--- src/rtl/sram_bus_arbiter.sv ---
// sram_bus_arbiter: shares one single-port SRAM between the fetch port and the
// MEM-stage load/store port. Each access is held for WAIT_STATES extra cycles.
// MEM wins ties, but a MEM ack cycle excludes MEM, so a waiting fetch always
// gets the next grant. A fetch that sees a flush while in flight still runs on
// the SRAM, but its ack is suppressed.
module sram_bus_arbiter #(
  parameter int WAIT_STATES = 0
) (
  input  logic        clk,
  input  logic        rst,
  input  logic        flush_i,
  input  logic        if_req_i,
  input  logic [31:0] if_addr_i,
  output logic        if_ack_o,
  output logic [31:0] if_rdata_o,
  input  logic        mem_req_i,
  input  logic        mem_we_i,
  input  logic [3:0]  mem_sel_i,
  input  logic [31:0] mem_addr_i,
  input  logic [31:0] mem_wdata_i,
  output logic        mem_ack_o,
  output logic [31:0] mem_rdata_o,
  output logic        sram_ce_o,
  output logic        sram_we_o,
  output logic [3:0]  sram_sel_o,
  output logic [31:0] sram_addr_o,
  output logic [31:0] sram_wdata_o,
  input  logic [31:0] sram_rdata_i,
  output logic        stallreq_if_o,
  output logic        stallreq_mem_o
);

  typedef enum logic {
    S_IDLE = 1'b0,
    S_BUSY = 1'b1
  } state_t;

  localparam logic [1:0] LP_WAIT = 2'(WAIT_STATES);

  state_t      r_state;
  logic        r_owner_mem;  // 1 = MEM owns the current access, 0 = IF
  logic        r_cancel;     // in-flight fetch was flushed; suppress its ack
  logic [1:0]  r_cnt;        // cycles left before the ack cycle
  logic        r_we;
  logic [3:0]  r_sel;
  logic [31:0] r_addr;
  logic [31:0] r_wdata;

  logic w_busy;
  logic w_ack_cycle;
  logic w_arb;
  logic w_mem_elig;
  logic w_if_elig;
  logic w_grant_mem;
  logic w_grant_if;

  // NOTE: reset is synchronous, so during the rst cycle the state registers
  // still hold the old access; every output is qualified with !rst so an
  // abandoned access can neither ack nor strobe a write in that cycle.
  assign w_busy      = (r_state == S_BUSY) && !rst;
  assign w_ack_cycle = w_busy && (r_cnt == 2'd0);

  // Arbitrate when idle or while the current access is finishing.
  assign w_arb       = ((r_state == S_IDLE) || w_ack_cycle) && !flush_i && !rst;
  assign w_mem_elig  = mem_req_i && !(w_ack_cycle && r_owner_mem);
  assign w_if_elig   = if_req_i && !(w_ack_cycle && !r_owner_mem);
  assign w_grant_mem = w_arb && w_mem_elig;
  assign w_grant_if  = w_arb && w_if_elig && !w_mem_elig;

  assign sram_ce_o    = w_busy;
  assign sram_we_o    = w_ack_cycle && r_we;
  assign sram_sel_o   = w_busy ? r_sel   : 4'h0;
  assign sram_addr_o  = w_busy ? r_addr  : 32'h0;
  assign sram_wdata_o = w_busy ? r_wdata : 32'h0;

  assign if_ack_o    = w_ack_cycle && !r_owner_mem && !r_cancel && !flush_i;
  assign mem_ack_o   = w_ack_cycle && r_owner_mem;
  assign if_rdata_o  = if_ack_o ? sram_rdata_i : 32'h0;
  assign mem_rdata_o = (mem_ack_o && !r_we) ? sram_rdata_i : 32'h0;

  assign stallreq_if_o  = if_req_i && !if_ack_o && !rst;
  assign stallreq_mem_o = mem_req_i && !mem_ack_o && !rst;

  // Access sequencer: grant latches the request, BUSY counts down to the ack.
  // NOTE: all state here is assigned with <= so every register samples the
  // pre-edge values of its neighbours, independent of statement order.
  always_ff @(posedge clk) begin
    if (rst) begin
      r_state     <= S_IDLE;
      r_owner_mem <= 1'b0;
      r_cancel    <= 1'b0;
      r_cnt       <= 2'd0;
      r_we        <= 1'b0;
      r_sel       <= 4'h0;
      r_addr      <= 32'h0;
      r_wdata     <= 32'h0;
    end else if (w_grant_mem || w_grant_if) begin
      r_state     <= S_BUSY;
      r_owner_mem <= w_grant_mem;
      r_cancel    <= 1'b0;
      r_cnt       <= LP_WAIT;
      r_we        <= w_grant_mem && mem_we_i;
      r_sel       <= w_grant_mem ? mem_sel_i   : 4'b1111;
      r_addr      <= w_grant_mem ? mem_addr_i  : if_addr_i;
      r_wdata     <= w_grant_mem ? mem_wdata_i : 32'h0;
    end else if (r_state == S_BUSY) begin
      if (r_cnt == 2'd0) begin
        r_state <= S_IDLE;
      end else begin
        r_cnt <= r_cnt - 2'd1;
      end
      if (flush_i && !r_owner_mem) begin
        r_cancel <= 1'b1;
      end
    end
  end

endmodule

--- config.mk ---
export PLATFORM = sky130hd
export DESIGN_NAME = sram_bus_arbiter
export DESIGN_NICKNAME = d
export VERILOG_FILES = /design/src/rtl/sram_bus_arbiter.sv
export SDC_FILE = /design/constraint.sdc
export NUM_CORES = 1
export LEC_CHECK = 0
export ABC_AREA = 1
export CAP_MARGIN = 10
export CORE_MARGIN = 2
export CORE_UTILIZATION = 41
export CTS_CLUSTER_DIAMETER = 30
export DETAILED_ROUTE_END_ITERATION = 8
export HOLD_SLACK_MARGIN = 0.12
export PLACE_DENSITY = 0.88
export SLEW_MARGIN = 20
export SYNTH_ARGS = -nofsm -noshare
export SYNTH_HDL_FRONTEND = slang
export SYNTH_SLANG_ARGS = --single-unit
--- constraint.sdc ---
create_clock -name clk -period 4.3 [get_ports clk]
set_clock_uncertainty 0.15 [all_clocks]
set_input_delay 0.86 -clock clk [delete_from_list [all_inputs] [get_ports clk]]
set_output_delay 0.86 -clock clk [all_outputs]
set_load 0.005 [all_outputs]
==> results of run 1 <==
state kept, by name, indices dropped and copies added (netlist names):
name         cells
r_addr          32
r_wdata         32
r_sel            4
r_cnt            2
r_cancel         1
r_owner_mem      1
r_state          1
r_we             1
metrics by stage:
| step | worst slack, ns | instance area, um^2 | hold WS, ns | total power [W] |
|---|---|---|---|---|
| 3_3_place_gp | 0.3779 | 7162 | 0.3142 | 0.001135 |
| 4_1_cts | 0.2761 | 7362 | 0.3323 | 0.001698 |
| 5_1_grt | 0.08823 | 7362 | 0.3494 | 0.001779 |
| 2_1_floorplan | 1.484 | 4466 | 0.3030 | 0.0009475 |
| 3_5_place_dp | 0.2757 | 7162 | 0.3195 | 0.001144 |
| 6_report | 0.2934 | 7362 | 0.3287 | 0.001683 |
how the worst max path moves through the flow:
stage               from             end  slack (ns)  depth (start not counted)
global route         rst  if_rdata_o[21]        0.09                          7
detailed placement   rst  if_rdata_o[17]        0.28                          7
floorplan            rst  if_rdata_o[10]        1.48                          7
global placement     rst  if_rdata_o[27]        0.38                          7
CTS                  rst  if_rdata_o[17]        0.28                          7
finish               rst  if_rdata_o[20]        0.29                          7
layout make-up:
class                           instances  area share, %
Clock inverter                          7          1.037
Timing Repair Buffer                  285          38.41
Sequential cell                        74          20.12
Inverter                              180          9.177
Clock buffer                            9          1.683
Tap cell                              140          2.379
Multi-Input combinational cell        431          27.19
layout by cell type, fill, tap and decap left out, types with 3 or more instances in the layout:
cell type	synthesis	final
clkdlybuf4s50_1	0	275
inv_1	175	175
nor2_2	6	6
dfxtp_1	74	74
nor2_1	140	140
nand2_1	136	136
buf_4	7	10
nand2_2	3	3
nand3_1	32	32
nand4_1	97	97
inv_2	4	5
clkbuf_8	2	9
o21ai_1	4	4
worst reg2reg max path: stages, from the launching register on:
cell     delay, ns
dfxtp_1       0.32
inv_1         0.06
ha_1          0.24
nand4_4       0.12
buf_4         0.27
nand3_4       0.27
buf_4         0.72
nand2_1       0.20
nand3_1       0.14
nand2_1       0.06
kinds of logic after synthesis:
| family | count (synthesis) | share of synthesized area [%] |
|---|---|---|
| xor gates and xnor gates | 1 | 0.1962 |
| DFF | 74 | 33.17 |
| buffers and inverters | 235 | 21.99 |
| and+or+nand+nor | 421 | 43.37 |
| adders and majority gates | 1 | 0.2801 |
| AOI/OAI and AO/OA | 8 | 0.9806 |
power by group through the flow:
stage / Combinational [W] / Sequential, W / Clock [W]
floorplan: 0.000174 / 0.000774 / 0
finish: 0.000362 / 0.000765 / 0.000555
global placement: 0.000357 / 0.000777 / 0
global route: 0.000401 / 0.000771 / 0.000606
detailed placement: 0.000363 / 0.000780 / 0
CTS: 0.000365 / 0.000764 / 0.000568
layer usage:
| layer | global-route usage, % | vias up |
|---|---|---|
| li1 | - | 2723 |
| met1 | 29.70 | 2376 |
| met2 | 44.65 | 207 |
| met3 | 9.283 | 20 |
| met4 | 5.403 | 0 |
| met5 | 0 | - |
==> impl_metrics.ini, run 1 <==
[status]
status = complete, no violations

[logic_synthesis]
synth_commonest_cells = inv_1, nor2_1, nand2_1
seq_area_frac_synth_pct = 33.17
syn_inst = 740
synth_edf_count = 0
synth_ff_type = dfxtp_1
synth.top_cells.by_area = dfxtp_1, inv_1, nand4_1, nor2_1, nand2_1
yosysWarnings = 0
synth_area_leader_cell = dfxtp_1
async_flop_share_pct = 0
syn_area_um2 = 4466
synth_area_per_cell_um2 = 6.035
yosys.area.top_type_share_pct = 33.17
synth-seq-cells = 74
synth_nets = 879
ys_types = 28
synth_most_common_cell = inv_1

[critical_path]
r2r_cells = 9
crit_path_end_kind = output pin
r2r-end = r_addr[15]$_SDFFE_PP0P_
regToRegStartpoint = r_cnt[0]$_SDFFE_PP0P_
cpPeakStageDelay_ns = 0.58
critPathLaunchType = input port
criticalPathCategory = in2out
worstPathArrival_ns = 3.00
cp_cell_sequence = clkdlybuf4s50_1 > nor2_4 > nand3b_1 > nor3_2 > inv_2 > nor2_1 > clkdlybuf4s50_1
r2r_slack_ns = 1.66
crit_fanout = 32
crit_path_top_delay_cell = clkdlybuf4s50_1
required_ns = 3.29
path_buf_inv = 3
cp_top_family = buffers and inverters
path_common_cell = clkdlybuf4s50_1

[cts]
cts_sinks = 74
cts_setup_buffers = 0
htree_levels = 3
clk_path_buf_depth = 2
cts_resized = 0
cts-buffers-inserted = 9
clk_pin_slew_ns = 0.09
holdBufCountCts = 0
cts-root-buf = clkbuf_8
clock_latency_ns = 0.35
cts_tree = yes

[timing]
relSlewSlack_pct = 43.45
final-setup-viol-count = 0
post-route-period-util_pct = 93.18
setup_tns_ns = 0
max_freq_ghz = 0.2496
rsz0062_at_grt = no
worst_pin_slew_ns = 0.8482
finalHoldViolCount = 0
period_needed_ns = 4.007
slew_viol_final = 0

[detailed_routing]
drtPass1Iterations = 5
wl_met1_mm = 6.174
drt_wl_total_mm = 15.28
dr.max_layer_used = met4
drc_errors = 0
final_antenna_net_count = 0
met2WireLength_mm = 7.582
via_per_inst = 4.730
initialDrtViolationCount = 305
wl_met3_mm = 1.280
wl_per_cell_um = 13.57
dr_total_vias = 5326

[power_and_ir_drop]
pwr-share-clk_pct = 33.0
switchingPower_w = 0.0004767
p_comb_share_pct = 21.5
seq_power_share_pct = 45.5
p_int_w = 0.001206
p_sw_share_pct = 28.33
power_leakage_nw = 3.399
pwr_density_cell_nw_per_um2 = 228.6
vdd.ir_drop.worst_v = 0.0001539

[final_layout]
fin_util_pct = 68.51
drive_gt1_share_pct = 4.564
final_nets = 1120
multi_input_area_um2 = 2002
ff_latch_area_um2 = 1481
n_fill_cell = 983
antenna_cells = 0
stdcell_count = 1126
area_delta_synth_final_pct = 64.86

[worst_hold_path]
hold_end = r_wdata[28]$_SDFFE_PP0P_
hp-class = reg2reg
hold_depth = 2
holdCritStartpoint = r_wdata[28]$_SDFFE_PP0P_

[die]
fp.coreArea_um2 = 10750
rows = 38
start_util_pct = 41.56
ios = 276
die-area_um2 = 11740
die_y_um = 108.4
fp.dieW_um = 108.4

[placed_design]
port_buffers = 275
post-dp-hpwl_mm = 11.03
gp_congestion = 0.8158
dpl.cell_count = 1110

[grt]
grt_pass1_wl_mm = 23.56
grt_max_degree = 88
grt_overflow = 0
grt_pass1_vias = 4799
groute.usage.overall_pct = 25.43
antenna_found_initial = 0

[run]
cap_violations = 0
Power figures use the tool's default switching activity.
==> run 2: changes to the inputs <==
Settings changed: CORE_UTILIZATION 41 to 34, PLACE_DENSITY 0.88 to 0.78.
Clock period 4.3 ns to 3.3 ns, I/O delays scaled along.
==> run 2 against run 1 <==
Against the previous run:
- critical path depth rose by 1
- die area rose by 20%
- register-to-register slack got worse by 0.67 ns
- highest routed layer unchanged
- cell count rose by 3.8%
==> impl_metrics.ini, run 2 (same netlist as run 1, synthesis figures left out) <==
[status]
status = complete, no violations

[power_and_ir_drop]
switchingPower_w = 0.0006414
power_w = 0.002458
power_leakage_nw = 3.520
p_sw_share_pct = 26.10
vdd.ir_drop.worst_v = 0.0001953
pwr_density_cell_nw_per_um2 = 322.2
pwr-share-clk_pct = 39.6
p_int_w = 0.001816
p_comb_share_pct = 19.8
seq_power_share_pct = 40.6

[final_layout]
final_nets = 1131
antenna_cells = 0
final_common_cell = clkdlybuf4s50_1
final_cell_mix = clkdlybuf4s50_1, inv_1, nor2_1
top_regs = r_addr x32, r_wdata x32, r_sel x4
fin_util_pct = 59.95
n_fill_cell = 1222
drive_gt1_share_pct = 5.517
area_delta_synth_final_pct = 70.80
stdcell_count = 1169

[grt]
grt_pass1_wl_mm = 25.32
groute.usage.overall_pct = 22.06
grt_max_degree = 71
antenna_found_initial = 0
grt_pass1_vias = 4967
grt_overflow = 0

[critical_path]
required_ns = 2.49
crit_fanout = 32
crit_path_top_delay_cell = clkdlybuf4s50_1
critPathLaunchType = input port
cp_top_family = buffers and inverters
worstPathArrival_ns = 2.37
crit_path_end_kind = output pin
cpPeakStageDelay_ns = 0.53
cp_cell_sequence = dlygate4sd2_1 > nor2_4 > nand3b_1 > nor3_2 > inv_2 > buf_12 > nor2_1 > clkdlybuf4s50_1
criticalPathCategory = in2out
path_buf_inv = 4

[placed_design]
port_buffers = 275
post-dp-hpwl_mm = 11.23
gp_congestion = 0.8431
place_ws_ns = -0.02431
dpl.cell_count = 1152

[die]
rows = 41
fp.coreArea_um2 = 12720
die_y_um = 118.6
ios = 276
fp.dieW_um = 118.6
start_util_pct = 35.10
die-area_um2 = 14070

[cts]
clk_pin_slew_ns = 0.06
cts_tree = yes
holdBufCountCts = 0
cts-buffers-inserted = 9
clock_latency_ns = 0.33
cts_sinks = 74
cts-root-buf = clkbuf_16
clk_path_buf_depth = 2
htree_levels = 3

[timing]
post-route-period-util_pct = 96.44
fin_ws_ns = 0.1176
worst_pin_slew_ns = 0.7650
period_needed_ns = 3.182
rsz0062_at_grt = no
hold_slack_ns = 0.3244
slew_viol_final = 0
finalHoldViolCount = 0
final-setup-viol-count = 0
relSlewSlack_pct = 49.00
max_freq_ghz = 0.3142

[detailed_routing]
drt_wl_total_mm = 15.70
dr_total_vias = 5394
drtPass1Iterations = 5
via_per_inst = 4.614
wl_per_cell_um = 13.43
final_antenna_net_count = 0
initialDrtViolationCount = 380
drc_errors = 0

[worst_hold_path]
hp-class = reg2reg

[run]
cap_violations = 0
run 2: cell types whose count changed in the layout (fill, tap and decap cells not counted):
cell	change
clkdlybuf4s50_1	-1
inv_6	-1
dlygate4sd2_1	+1
clkinv_2	+1
buf_4	+7
buf_12	+4
clkbuf_16	+9
clkbuf_8	-9
clkbuf_1	+1
clkinvlp_4	-1
run 2: stage by stage:
step                 TNS, ns  instance area, um^2
CTS                        0                 7627
finish                     0                 7627
detailed placement  -0.04527                 7327
global route               0                 7627
global placement           0                 7327
floorplan                  0                 4466
run 2: layout make-up:
cell class / count / area (um^2) / share of cell area, %
Timing Repair Buffer: 296 / 2959 / 38.80
Multi-Input combinational cell: 431 / 2002 / 26.25
Sequential cell: 74 / 1481 / 19.42
Inverter: 180 / 675.6 / 8.858
Clock buffer: 10 / 229.0 / 3.002
Tap cell: 172 / 215.2 / 2.822
Clock inverter: 6 / 65.06 / 0.8530
run 2: per-layer routing:
metal	GRT usage (%)	part of all wire (%)	up-vias
met3	6.129	8.3	38
met2	35.88	47	214
met4	7.589	2.4	0
met1	27.95	42	2391
met5	0	0	-
li1	-	-	2751
run 2: repair_timing:
action                     4_1_cts  5_1_grt
gates resized for setup          1        0
buffers inserted                 1        0
hold endpoints to repair         0        0
setup endpoints to repair        5        0
run 2: worst paths after layout:
check,start,slack (ns),to,depth (start not counted)
worst max-delay path,rst,0.12,if_rdata_o[22],8
worst min-delay path,r_wdata[25]$_SDFFE_PP0P_,0.32,r_wdata[25]$_SDFFE_PP0P_,2
worst max register to register,r_cnt[0]$_SDFFE_PP0P_,0.99,r_addr[15]$_SDFFE_PP0P_,9
worst min register to register,r_wdata[25]$_SDFFE_PP0P_,0.32,r_wdata[25]$_SDFFE_PP0P_,2
run 2: worst reg2reg max path: cells and delay by family (launching register included):
kind	cells	cell delay, ns
flip-flops	1	0.32
AND/OR/NAND/NOR	5	0.63
buffers and inverters	3	0.86
adder cells (fa/ha/maj)	1	0.26
run 2: power by group through the flow:
stage | clock [W] | combinational (W) | sequential [W]
finish | 0.000974 | 0.000487 | 0.000997
detailed placement | 0 | 0.000488 | 0.00102
global placement | 0 | 0.000484 | 0.00101
CTS | 0.000996 | 0.000492 | 0.000997
floorplan | 0 | 0.000226 | 0.00101
global route | 0.00104 | 0.000544 | 0.00100
==> run 3: changes to the inputs <==
Settings changed: CORE_AREA from default to 2 2 107 109, CORE_MARGIN 2 to default, CORE_UTILIZATION 34 to default, DIE_AREA from default to 0 0 109 111, DONT_BUFFER_PORTS from default to 1, PLACE_DENSITY 0.78 to default.
==> run 3 against run 2 <==
Against the previous run:
- via count fell by 19%
- setup slack better by 0.37 ns
- critical path depth down 1
- first-iteration DRC count shrank 29%
- cell count decreased by 27%
- register-to-register slack got worse by 0.46 ns
- non-clock buffer count fell by 285
- combinational power decreased by 47%
- critical path type is now reg2out
- global-route usage fell by 2.4 points
- design area is 38% lower
==> impl_metrics.ini, run 3 (same netlist as run 1, synthesis figures left out) <==
[cts]
cts_resized = 0
htree_levels = 3
clk_pin_slew_ns = 0.06
cts_sinks = 74
clk_path_buf_depth = 2
cts_setup_buffers = 0
cts-root-buf = clkbuf_16
cts_tree = yes
cts-buffers-inserted = 9
holdBufCountCts = 0
clock_latency_ns = 0.33

[worst_hold_path]
hp-class = in2reg

[detailed_routing]
dr_total_vias = 4376
wl_per_cell_um = 14.82
drtPass1Iterations = 4
drc_errors = 0
via_per_inst = 5.118
final_antenna_net_count = 0
drt_wl_total_mm = 12.67
initialDrtViolationCount = 269

[critical_path]
crit_fanout = 17
criticalPathCategory = reg2out
cp_top_family = simple AND/OR/NAND/NOR gates
critPathLaunchType = flip-flop
crit_path_end_kind = output pin
cpPeakStageDelay_ns = 0.34
worstPathArrival_ns = 2.00
required_ns = 2.49
path_common_cell = inv_1
crit_path_top_delay_cell = nand2_1
path_buf_inv = 3
cp_cell_sequence = inv_1 > ha_1 > nand4_4 > inv_1 > nand2_1 > buf_4 > nor2_1

[final_layout]
final_common_cell = inv_1
drive_gt1_share_pct = 6.461
top_regs = r_addr x32, r_wdata x32, r_sel x4
antenna_cells = 0
area_delta_synth_final_pct = 5.828
final_design_area_no_fill_um2 = 4726
ff_latch_area_um2 = 1481
fin_util_pct = 42.66
final_cell_mix = inv_1, nor2_1, nand2_1
multi_input_area_um2 = 2002
final_nets = 846
n_fill_cell = 1192
stdcell_count = 855

[grt]
grt_pass1_wl_mm = 19.09
grt_pass1_vias = 3877
busiest_layer = met2
use_met1_pct = 25.85
grt_max_degree = 71
antenna_found_initial = 0
grtUsageMet2_pct = 31.55
groute.usage.overall_pct = 19.70
grt_overflow = 0
grt_util_met3_pct = 5.585

[status]
status = complete, no violations

[timing]
setup_tns_ns = 0
final-setup-viol-count = 0
rsz0062_at_grt = no
worst_pin_slew_ns = 0.9903
finalHoldViolCount = 0
post-route-period-util_pct = 85.14
relSlewSlack_pct = 33.91
period_needed_ns = 2.810
max_freq_ghz = 0.3559
fin_ws_ns = 0.4904
slew_viol_final = 0

[placed_design]
dpl.cell_count = 839
gp_congestion = 0.8295
post-dp-hpwl_mm = 8.960
placed_area_um2 = 4420
port_buffers = 0
place_ws_ns = 0.5083

[die]
die_y_um = 111
die-area_um2 = 12100
rows = 39
ios = 276
fp.dieW_um = 109
start_util_pct = 40.31
fp.coreArea_um2 = 11080

[run]
cap_violations = 0

[power_and_ir_drop]
vdd.ir_drop.worst_v = 0.0002636
pwr_density_cell_nw_per_um2 = 476.6
power_leakage_nw = 2.455
-- run 3: worst register-to-register path: cells and delay by family, from the launching register on --
kind / cells / cell delay, ns
DFF: 1 / 0.34
adders and majority gates: 1 / 0.25
buffers and inverters: 3 / 1.23
and+or+nand+nor: 4 / 0.74
-- run 3: metal layers --
metal  share of wire, %  routed length [um]
met1                 45                5703
met4                1.1                 137
met5                  0                   0
met2                 46                5863
met3                7.6                 963
-- run 3: final cells by class --
class,instances,area share [%]
timing repair buffer,11,1.747
tap,143,3.786
multi-input combinational,431,42.36
sequential,74,31.35
inverter,180,14.30
clock inverter,6,1.403
clock buffer,10,5.057
-- run 3: path summary, 6_finish.rpt --
| check | slack (ns) | cells past startpoint | from | endpoint |
|---|---|---|---|---|
| worst max-delay path | 0.49 | 7 | r_cnt[0]$_SDFFE_PP0P_ | mem_rdata_o[5] |
| worst min-delay path | 0.24 | 1 | rst | r_owner_mem$_SDFFE_PP0P_ |
| worst max register to register | 0.53 | 8 | r_cnt[0]$_SDFFE_PP0P_ | r_wdata[28]$_SDFFE_PP0P_ |
| worst min register to register | 0.33 | 2 | r_wdata[31]$_SDFFE_PP0P_ | r_wdata[31]$_SDFFE_PP0P_ |
-- run 3: metrics by stage --
| step | total power, W | hold WS [ns] |
|---|---|---|
| 4_1_cts | 0.002295 | 0.2248 |
| 5_1_grt | 0.002367 | 0.2309 |
| 6_report | 0.002252 | 0.2422 |
| 3_5_place_dp | 0.001279 | 0.3201 |
| 2_1_floorplan | 0.001235 | 0.3030 |
| 3_3_place_gp | 0.001271 | 0.3141 |
-- run 3: report_power, final --
| part | internal, W | switching (W) |
|---|---|---|
| registers | 0.000962 | 0.0000376 |
| clock network | 0.000607 | 0.000387 |
| logic | 0.0000783 | 0.000180 |
